`config.mk`:
```
export PLATFORM = sky130hd
export DESIGN_NAME = axi_scratch_slv
export DESIGN_NICKNAME = d
export VERILOG_FILES = /design/src/rtl/axi_pkg.sv /design/src/rtl/axi_scratch_slv_pkg.sv /design/src/rtl/axi_scratch_slv_addr_gen.sv /design/src/rtl/axi_scratch_slv.sv
export SDC_FILE = /design/constraint.sdc
export NUM_CORES = 2
export LEC_CHECK = 0
export CORE_UTILIZATION = 60
export DETAILED_ROUTE_END_ITERATION = 16
export MAX_ROUTING_LAYER = met4
export PLACE_DENSITY = 0.9
export REMOVE_ABC_BUFFERS = 1
export SETUP_SLACK_MARGIN = 0.5
export SKIP_LAST_GASP = 1
export SYNTH_ARGS = -nofsm -noshare
export SYNTH_HDL_FRONTEND = slang
export SYNTH_HIERARCHICAL = 1
export SYNTH_SLANG_ARGS = --single-unit
```
`constraint.sdc`:
```
create_clock -name clk_i -period 2.7 [get_ports clk_i]
set_input_delay 0.675 -clock clk_i [delete_from_list [all_inputs] [get_ports clk_i]]
set_output_delay 0.675 -clock clk_i [all_outputs]
set_load 0.05 [all_outputs]
```
`src/rtl/axi_pkg.sv`:
```
// AXI4 response/burst encodings plus default channel and bundle types
// (32-bit address, 64-bit data, 4-bit ID) for the scratchpad subordinate.
package axi_pkg;

  typedef logic [1:0] resp_t;
  typedef logic [1:0] burst_t;

  localparam resp_t  RESP_OKAY   = 2'b00;
  localparam resp_t  RESP_EXOKAY = 2'b01;
  localparam resp_t  RESP_SLVERR = 2'b10;
  localparam resp_t  RESP_DECERR = 2'b11;

  localparam burst_t BURST_FIXED = 2'b00;
  localparam burst_t BURST_INCR  = 2'b01;
  localparam burst_t BURST_WRAP  = 2'b10;

  typedef struct packed {
    logic [3:0]  id;
    logic [31:0] addr;
    logic [7:0]  len;
    logic [2:0]  size;
    burst_t      burst;
    logic        lock;
    logic [3:0]  cache;
    logic [2:0]  prot;
    logic [3:0]  qos;
    logic [3:0]  region;
    logic [0:0]  user;
  } def_aw_chan_t;

  typedef def_aw_chan_t def_ar_chan_t;

  typedef struct packed {
    logic [63:0] data;
    logic [7:0]  strb;
    logic        last;
    logic [0:0]  user;
  } def_w_chan_t;

  typedef struct packed {
    logic [3:0] id;
    resp_t      resp;
    logic [0:0] user;
  } def_b_chan_t;

  typedef struct packed {
    logic [3:0]  id;
    logic [63:0] data;
    resp_t       resp;
    logic        last;
    logic [0:0]  user;
  } def_r_chan_t;

  typedef struct packed {
    def_aw_chan_t aw;
    logic         aw_valid;
    def_w_chan_t  w;
    logic         w_valid;
    logic         b_ready;
    def_ar_chan_t ar;
    logic         ar_valid;
    logic         r_ready;
  } def_req_t;

  typedef struct packed {
    logic         aw_ready;
    logic         ar_ready;
    logic         w_ready;
    logic         b_valid;
    def_b_chan_t  b;
    logic         r_valid;
    def_r_chan_t  r;
  } def_resp_t;

endpackage

```
`src/rtl/axi_scratch_slv_pkg.sv`:
```
// Shared state encodings and helpers for axi_scratch_slv.
package axi_scratch_slv_pkg;

  typedef enum logic [1:0] {W_IDLE, W_DATA, W_RESP} w_state_e;
  typedef enum logic       {R_IDLE, R_DATA}         r_state_e;

  localparam int unsigned BeatCntWidth = 8;

  function automatic logic is_oor(input logic [63:0] word_idx, input logic [63:0] num_words);
    return word_idx >= num_words;
  endfunction

endpackage

```
`src/rtl/axi_scratch_slv_addr_gen.sv`:
```
// Latched burst state for one direction: current address, beat count, word index.
// Out-of-range flag exists only when AXI_SCRATCH_SLV_DECERR_EN is defined.
module axi_scratch_slv_addr_gen
  import axi_scratch_slv_pkg::*;
#(
  parameter int unsigned NumWords  = 32'd16,
  parameter int unsigned AddrWidth = 32'd32,
  parameter int unsigned DataWidth = 32'd64
) (
  input  logic                        clk_i,
  input  logic                        rst_i,
  input  logic                        load_i,
  input  logic                        adv_i,
  input  logic [AddrWidth-1:0]        addr_i,
  input  logic [BeatCntWidth-1:0]     len_i,
  input  logic [2:0]                  size_i,
  input  logic [1:0]                  burst_i,
`ifdef AXI_SCRATCH_SLV_DECERR_EN
  output logic                        oor_o,
`endif
  output logic [$clog2(NumWords)-1:0] idx_o,
  output logic                        last_o
);

  localparam int unsigned OffW = $clog2(DataWidth/8);
  localparam int unsigned IdxW = $clog2(NumWords);

  logic [AddrWidth-1:0]    addr_q, addr_d;
  logic [BeatCntWidth-1:0] len_q, cnt_q;
  logic [2:0]              size_q;
  logic [1:0]              burst_q;

  // WRAP and reserved encodings advance exactly like INCR
  always_comb begin
    addr_d = addr_q;
    if (burst_q != axi_pkg::BURST_FIXED) begin
      addr_d = addr_q + (AddrWidth'(1) << size_q);
    end
  end

  always_ff @(posedge clk_i) begin
    if (rst_i) begin
      addr_q  <= '0;
      len_q   <= '0;
      size_q  <= '0;
      burst_q <= '0;
      cnt_q   <= '0;
    end else if (load_i) begin
      addr_q  <= addr_i;
      len_q   <= len_i;
      size_q  <= size_i;
      burst_q <= burst_i;
      cnt_q   <= '0;
    end else if (adv_i) begin
      addr_q  <= addr_d;
      cnt_q   <= cnt_q + 1'b1;
    end
  end

  assign idx_o  = addr_q[OffW +: IdxW];
  assign last_o = (cnt_q == len_q);

`ifdef AXI_SCRATCH_SLV_DECERR_EN
  assign oor_o = is_oor(64'(addr_q[AddrWidth-1:OffW]), 64'(NumWords));
`endif

endmodule

```
`src/rtl/axi_scratch_slv.sv`:
```
// AXI4 subordinate backed by a word-addressed register array; one burst per direction.
// Define AXI_SCRATCH_SLV_DECERR_EN to drop out-of-range beats and answer DECERR.
module axi_scratch_slv
  import axi_scratch_slv_pkg::*;
#(
  parameter int unsigned NumWords   = 32'd16,
  parameter int unsigned AddrWidth  = 32'd32,
  parameter int unsigned DataWidth  = 32'd64,
  parameter int unsigned IdWidth    = 32'd4,
  parameter type         aw_chan_t  = axi_pkg::def_aw_chan_t,
  parameter type         w_chan_t   = axi_pkg::def_w_chan_t,
  parameter type         b_chan_t   = axi_pkg::def_b_chan_t,
  parameter type         ar_chan_t  = axi_pkg::def_ar_chan_t,
  parameter type         r_chan_t   = axi_pkg::def_r_chan_t,
  parameter type         axi_req_t  = axi_pkg::def_req_t,
  parameter type         axi_resp_t = axi_pkg::def_resp_t
) (
  input  logic      clk_i,
  input  logic      rst_i,
  input  axi_req_t  slv_req_i,
  output axi_resp_t slv_resp_o
);

  localparam int unsigned StrbWidth = DataWidth/8;
  localparam int unsigned IdxW      = $clog2(NumWords);

  w_state_e              w_state_q;
  r_state_e              r_state_q;
  logic                  aw_ready_q, w_ready_q, b_valid_q, ar_ready_q, r_valid_q;
  logic [IdWidth-1:0]    b_id_q, r_id_q;
  axi_pkg::resp_t        b_resp_q;
  logic                  w_err_q;
  logic [DataWidth-1:0]  mem_q [NumWords];

  logic                  aw_hs, w_hs, b_hs, ar_hs, r_hs;
  logic [IdxW-1:0]       w_idx, r_idx;
  logic                  w_last, r_last, w_drop, r_drop;

  assign aw_hs = slv_req_i.aw_valid & aw_ready_q;
  assign w_hs  = slv_req_i.w_valid  & w_ready_q;
  assign b_hs  = slv_req_i.b_ready  & b_valid_q;
  assign ar_hs = slv_req_i.ar_valid & ar_ready_q;
  assign r_hs  = slv_req_i.r_ready  & r_valid_q;

`ifdef AXI_SCRATCH_SLV_DECERR_EN
  logic w_oor, r_oor;
  assign w_drop = w_oor;
  assign r_drop = r_oor;
`else
  assign w_drop = 1'b0;
  assign r_drop = 1'b0;
`endif

  axi_scratch_slv_addr_gen #(
    .NumWords (NumWords),
    .AddrWidth(AddrWidth),
    .DataWidth(DataWidth)
  ) i_wgen (
    .clk_i  (clk_i),
    .rst_i  (rst_i),
    .load_i (aw_hs),
    .adv_i  (w_hs),
    .addr_i (slv_req_i.aw.addr),
    .len_i  (slv_req_i.aw.len),
    .size_i (slv_req_i.aw.size),
    .burst_i(slv_req_i.aw.burst),
`ifdef AXI_SCRATCH_SLV_DECERR_EN
    .oor_o  (w_oor),
`endif
    .idx_o  (w_idx),
    .last_o (w_last)
  );

  axi_scratch_slv_addr_gen #(
    .NumWords (NumWords),
    .AddrWidth(AddrWidth),
    .DataWidth(DataWidth)
  ) i_rgen (
    .clk_i  (clk_i),
    .rst_i  (rst_i),
    .load_i (ar_hs),
    .adv_i  (r_hs),
    .addr_i (slv_req_i.ar.addr),
    .len_i  (slv_req_i.ar.len),
    .size_i (slv_req_i.ar.size),
    .burst_i(slv_req_i.ar.burst),
`ifdef AXI_SCRATCH_SLV_DECERR_EN
    .oor_o  (r_oor),
`endif
    .idx_o  (r_idx),
    .last_o (r_last)
  );

  always_ff @(posedge clk_i) begin
    if (rst_i) begin
      w_state_q  <= W_IDLE;
      aw_ready_q <= 1'b1;
      w_ready_q  <= 1'b0;
      b_valid_q  <= 1'b0;
      b_id_q     <= '0;
      b_resp_q   <= axi_pkg::RESP_OKAY;
      w_err_q    <= 1'b0;
    end else begin
      unique case (w_state_q)
        W_IDLE: if (aw_hs) begin
          b_id_q     <= slv_req_i.aw.id;
          w_err_q    <= 1'b0;
          aw_ready_q <= 1'b0;
          w_ready_q  <= 1'b1;
          w_state_q  <= W_DATA;
        end
        W_DATA: if (w_hs) begin
          if (w_drop) w_err_q <= 1'b1;
          // w.last is ignored; the beat counter alone closes the burst
          if (w_last) begin
            b_resp_q  <= (w_err_q | w_drop) ? axi_pkg::RESP_DECERR : axi_pkg::RESP_OKAY;
            w_ready_q <= 1'b0;
            b_valid_q <= 1'b1;
            w_state_q <= W_RESP;
          end
        end
        W_RESP: if (b_hs) begin
          b_valid_q  <= 1'b0;
          aw_ready_q <= 1'b1;
          w_state_q  <= W_IDLE;
        end
        default: w_state_q <= W_IDLE;
      endcase
    end
  end

  always_ff @(posedge clk_i) begin
    if (rst_i) begin
      r_state_q  <= R_IDLE;
      ar_ready_q <= 1'b1;
      r_valid_q  <= 1'b0;
      r_id_q     <= '0;
    end else begin
      unique case (r_state_q)
        R_IDLE: if (ar_hs) begin
          r_id_q     <= slv_req_i.ar.id;
          ar_ready_q <= 1'b0;
          r_valid_q  <= 1'b1;
          r_state_q  <= R_DATA;
        end
        R_DATA: if (r_hs && r_last) begin
          r_valid_q  <= 1'b0;
          ar_ready_q <= 1'b1;
          r_state_q  <= R_IDLE;
        end
        default: r_state_q <= R_IDLE;
      endcase
    end
  end

  always_ff @(posedge clk_i) begin
    if (rst_i) begin
      for (int unsigned i = 0; i < NumWords; i++) mem_q[i] <= '0;
    end else if (w_hs && !w_drop) begin
      for (int unsigned b = 0; b < StrbWidth; b++) begin
        if (slv_req_i.w.strb[b]) mem_q[w_idx][b*8 +: 8] <= slv_req_i.w.data[b*8 +: 8];
      end
    end
  end

  // R payload is forced to zero whenever no beat is being offered
  always_comb begin
    slv_resp_o          = '0;
    slv_resp_o.aw_ready = aw_ready_q;
    slv_resp_o.w_ready  = w_ready_q;
    slv_resp_o.b_valid  = b_valid_q;
    slv_resp_o.b.id     = b_id_q;
    slv_resp_o.b.resp   = b_resp_q;
    slv_resp_o.ar_ready = ar_ready_q;
    slv_resp_o.r_valid  = r_valid_q;
    if (r_valid_q) begin
      slv_resp_o.r.id   = r_id_q;
      slv_resp_o.r.data = r_drop ? '0 : mem_q[r_idx];
      slv_resp_o.r.resp = r_drop ? axi_pkg::RESP_DECERR : axi_pkg::RESP_OKAY;
      slv_resp_o.r.last = r_last;
    end
  end

endmodule

```
## After elaboration in Yosys (flattened, before gate mapping)

Memories as Yosys holds them, arrays and structs flattened. A register that Yosys moved wholly into a read port is not among the register bits.
Index checks and enable logic that the tools add are counted.

| operators by class | value |
|---|---|
| muxes and demuxes | 71 |
| magnitude comparators | 0 |
| shifts and indexed selects | 2 |
| add/sub/neg operators | 4 |
| equality and inequality tests | 10 |
| multiply operators | 0 |
| bitwise operators | 6 |
| divide/modulo/power cells | 0 |
| reduce and logical (&&, ||, !) cells | 23 |

Operators with widths:

| cell | number |
|---|---|
| $mux 32 | 6 |
| $mux 71 | 1 |
| $add 32x32->32 | 2 |
| $mux 64 | 1 |
| $reduce_or 64->1 | 1 |
| $shl 1x3->32 const A | 2 |
| $mux 1 | 48 |
| $reduce_bool 2->1 | 9 |
| $add 8x1->8 const B | 2 |
| $eq 8x8->1 | 2 |
| $mux 4 | 3 |
| $pmux 1 s2 | 6 |
| $reduce_and 4->1 | 3 |
| $reduce_and 2->1 | 5 |
| $mux 2 | 4 |
| $mux 8 | 1 |
| $ne 2x1->1 const B | 3 |
| $ne 2x2->1 const B | 3 |
| $pmux 2 s3 | 1 |
| $and 1x1->1 | 5 |
| $reduce_or 2->1 | 2 |
| $reduce_and 3->1 | 1 |
| $eq 2x1->1 const B | 1 |
| $eq 2x2->1 const B | 1 |
| other kinds (3) | 3 |

| storage, ports and cells | value |
|---|---|
| memory bits (writable) | 1024 |
| memories | 1 |
| register bits | 122 |
| memory bits (read-only) | 0 |
| bits of input ports | 213 |
| bits in latches | 0 |
| output and inout port bits | 84 |

Memory list:

| memory | depth | bits a word | read ports | clocked after Yosys merged registers in | write ports | line | text |
|---|---|---|---|---|---|---|---|
| mem_q | 16 | 64 | 1 | 1 | 16 | axi_scratch_slv.sv:33 | `logic [DataWidth-1:0] mem_q [NumWords];` |

## Logic depth before layout (Yosys ltp)

| logic depth | value |
|---|---|
| word-level depth | 7 |
| gate-level depth with buffers | 9 |
| depth with buffers taken out | 9 |

## By module

The synthesis kept the hierarchy.

Modules (own cells, without submodules):

| module | seq. area each (sq um) | area each (sq um) | times used | cells an instance |
|---|---|---|---|---|
| axi_scratch_slv | 31069.8 | 48121.2 | 1 | 3562 |
| axi_scratch_slv_addr_gen | 560.5 | 1526.5 | 2 | 176 |

## Worst setup path after synthesis

No wires, ideal clock.

| timing path | value |
|---|---|
| kind | register to output |
| from | register i_rgen/addr_q[3] (netlist name) |
| to | output slv_resp_o[5] (netlist name) |
| path buffers | 4 |
| cell stages (with the launch flop) | 9 |
| setup slack | -0.453 ns |
| arrival | 2.478 ns |
| path through | dfxtp_1 > buf_4 > buf_2 > buf_2 > buf_4 > mux2i_1 > a22oi_1 > nand2_1 > o21ai_0 |

RTL lines:

| what | line | text |
|---|---|---|
| to (decl) | axi_scratch_slv.sv:21 | `output axi_resp_t slv_resp_o` |

==> flow_summary_export.csv <==
group,metric,value,unit
layout,final-instance-count-excl-fill,5614,
detailed_routing,post_drt_via_cell_ratio,6.77,
floorplanning,io-pin-count,297,
sta,worst_slew_pin_slew,1000,ps
sta,hold_viol_final,0,
floorplanning,die_width,294,µm
synthesis,synth_edf_count,1024,
sta,rsz0062_at_grt,"yes",
layout,layout_common_cells,"and2_1 (1032), edfxtp_1 (1024), mux2i_1 (436)",
synthesis,synth-seq-cells,1096,
synthesis,yosysWarnings,6,
synthesis,synth_top_cells_by_area,"edfxtp_1 (60%), and2_1 (13%), mux2i_1 (10%)",
worst_setup_path,cp.required,2030,ps
place,dp_cells,5306,
synthesis,yosysSeqAreaShare,62.9,%
pwr,power.density,641,nW/µm²
floorplanning,rows,106,
clocking,cts.path.max_buffers,3,
layout,area_delta_synth_final,24.3,%
layout,drive_above_1_share,24.6,%
detailed_routing,drt_wl_total,170000,µm
synthesis,syn_avg_cell_area,13.1,µm²
sta,finalCritPeriodShare,136,%
worst_setup_path,arrival,3000,ps
global_route,overflow,0,
detailed_routing,firstDrtPassIters,9,
clocking,clk_latency,690,ps
detailed_routing,dr.first_iter.drc_count,5904,
place,hpwl,83800,µm
floorplanning,die_h,294,µm
sta,post-route-min-period,3680,ps
worst_setup_path,crit_type,"reg2out",
detailed_routing,drc_errors,0,
clocking,cts_buffers,103,
global_route,antenna_found_initial,11,
clocking,clkSlewWorstSetupHoldPaths,70,ps
layout,final_common_cell,"and2_1",
layout,postLayoutCoreUtil,75.6,%
place,place_area,56600,µm²
place,place.gp.congestion,0.894,
global_route,grt_pass1_vias,35850,
synthesis,synthArstFlopShare,0,%
clocking,cts_tree,"done",
sta,layout_setup_ws,-977,ps
sta,drv_slew,0,
synthesis,netlist_area,51200,µm²
sta,max_freq,272,MHz
synthesis,synth_cell_type_count,50,
sta,relSlewSlack,33.2,%
worst_setup_path,cp-end-kind,"primary output",
detailed_routing,antenna_left,0,
worst_setup_path,start_kind,"flop",
sta,setup_viol,64,
pwr,ir_worst_vdd,0.522,mV
global_route,grt_max_degree,107,
place,port_buffers,204,
worst_setup_path,path_max_fanout,8,
synthesis,yosys.area.top_type_share,60.1,%
job,maxCapViolations,0,
clocking,clock-sinks,1096,
global_route,grt_usage,34.4,%
pwr,p_leak,23.5,nW
outcome,violations,"setup timing",
sta,fin_skew,25.5,ps
layout,nets,4606,
synthesis,synth_top_area_cell,"edfxtp_1",
clocking,cts_root_buffer,"clkbuf_16",
synthesis,synthCells,3914,
global_route,grt_pass1_wl,215000,µm
sta,tns,-40150,ps
detailed_routing,vias,38009,
floorplanning,core,84100,µm²
detailed_routing,routedWlPerCell,30.2,µm
floorplanning,start_util,60.9,%
synthesis,synthFlopType,"edfxtp_1",
layout,stdcell_area,63600,µm²
clocking,h-tree-depth,3,
outcome,status,"finished with violations",
floorplanning,die_area,86500,µm²
worst_hold_path,hp-class,"reg2reg",
clocking,hold_buffers,0,
[state kept, by name, summed over array words and instances, names as in the netlist, 2 cells and up]
register,count
i_rgen/size_q,3
mem_q,1024
i_wgen/len_q,8
w_state_q,2
i_wgen/addr_q,7
i_wgen/burst_q,2
b_id_q,4
i_rgen/burst_q,2
i_wgen/cnt_q,8
r_id_q,4
i_wgen/size_q,3
i_rgen/len_q,8
i_rgen/cnt_q,8
i_rgen/addr_q,7
[worst max-delay path, cell delays in order, from the launching register on]
cell	delay (ps)
dfxtp_4	380
buf_12	150
buf_16	190
buf_16	180
buf_16	180
mux2i_2	520
a22oi_2	150
nand2_2	160
o22ai_2	90
buf_4	180
buf_12	140
[cells by family (layout without fill, tap and decap cells)]
logic type               Yosys count  count (layout)  synth area share, %
buffers and inverters            259             803                 2.26
AO/OA/AOI/OAI                    385             385                 5.25
AND/OR/NAND/NOR                 1594            1594                 17.8
adder cells (fa/ha/maj)           16              16                0.421
other                              1              23              0.00733
flip-flops                      1096            1096                 62.9
multiplexers                     531             531                 10.8
XOR/XNOR                          32              32                0.548
[metal layers]
| layer | share of wire, % | vias to the layer above | GRT usage, % | wire length, µm |
|---|---|---|---|---|
| met4 | 9.1 | 0 | 20.0 | 15500 |
| met5 | 0 | - | - | 0 |
| li1 | - | 15032 | - | - |
| met3 | 14 | 1177 | 7.40 | 24000 |
| met2 | 46 | 3797 | 55.0 | 78100 |
| met1 | 31 | 18003 | 40.1 | 51900 |
[area by class of cell]
type,count,area [µm²]
tap,1134,1420
antenna,17,42.5
sequential,1096,32200
clock buffer,118,2700
inverter,12,45.0
timing repair buffer,600,6820
clock inverter,73,887
fill,4034,20500
multi-input combinational,2564,19400
[cell usage after synthesis (11+ instances only)]
cell type	count
or2_2	128
o21ai_0	44
buf_2	73
nand2_1	152
a221oi_1	19
and2_1	1034
nor2_1	199
a21oi_1	26
a22oi_1	222
buf_4	24
clkbuf_1	146
ha_1	14
nand4_1	11
mux4_2	17
nand3_1	11
mux2i_1	514
o22ai_1	51
edfxtp_1	1024
xnor2_1	22
dfxtp_1	72
[final timing paths]
path                          to  cells past startpoint  slack (ps)              from
setup / recovery  slv_resp_o[15]                     10        -980  i_rgen/addr_q[3]
hold / removal        ar_ready_q                      2         460        ar_ready_q
setup reg to reg   mem_q[13][45]                      5         330  i_wgen/addr_q[3]
hold reg to reg       ar_ready_q                      2         460        ar_ready_q
[power breakdown]
part / switching, mW / internal (mW) / total (mW)
clock network: 6.83 / 9.09 / 15.9
logic: 3.28 / 2.12 / 5.39
registers: 0.331 / 19.1 / 19.4
total: 10.4 / 30.3 / 40.7
[stage by stage]
step | total power, mW | hold slack (ps) | setup slack [ps]
after floorplan | 22.8 | 454 | -16560
after global placement | 23.7 | 449 | -8.49
after detailed placement | 23.8 | 455 | -73.9
after CTS | 39.4 | 465 | -607
after global routing | 41.3 | 491 | -970
final | 40.7 | 460 | -977
[timing repair]
| action | 4_1_cts | 5_1_grt |
|---|---|---|
| setup buffers | 35 | 40 |
| pin swaps | 96 | 118 |
| hold endpoints to repair | 0 | 0 |
| gates resized for setup | 327 | 226 |
| gates cloned | 16 | 9 |
| setup endpoints to repair | 210 | 583 |
Note: power is estimated with default switching activity, not from simulation.
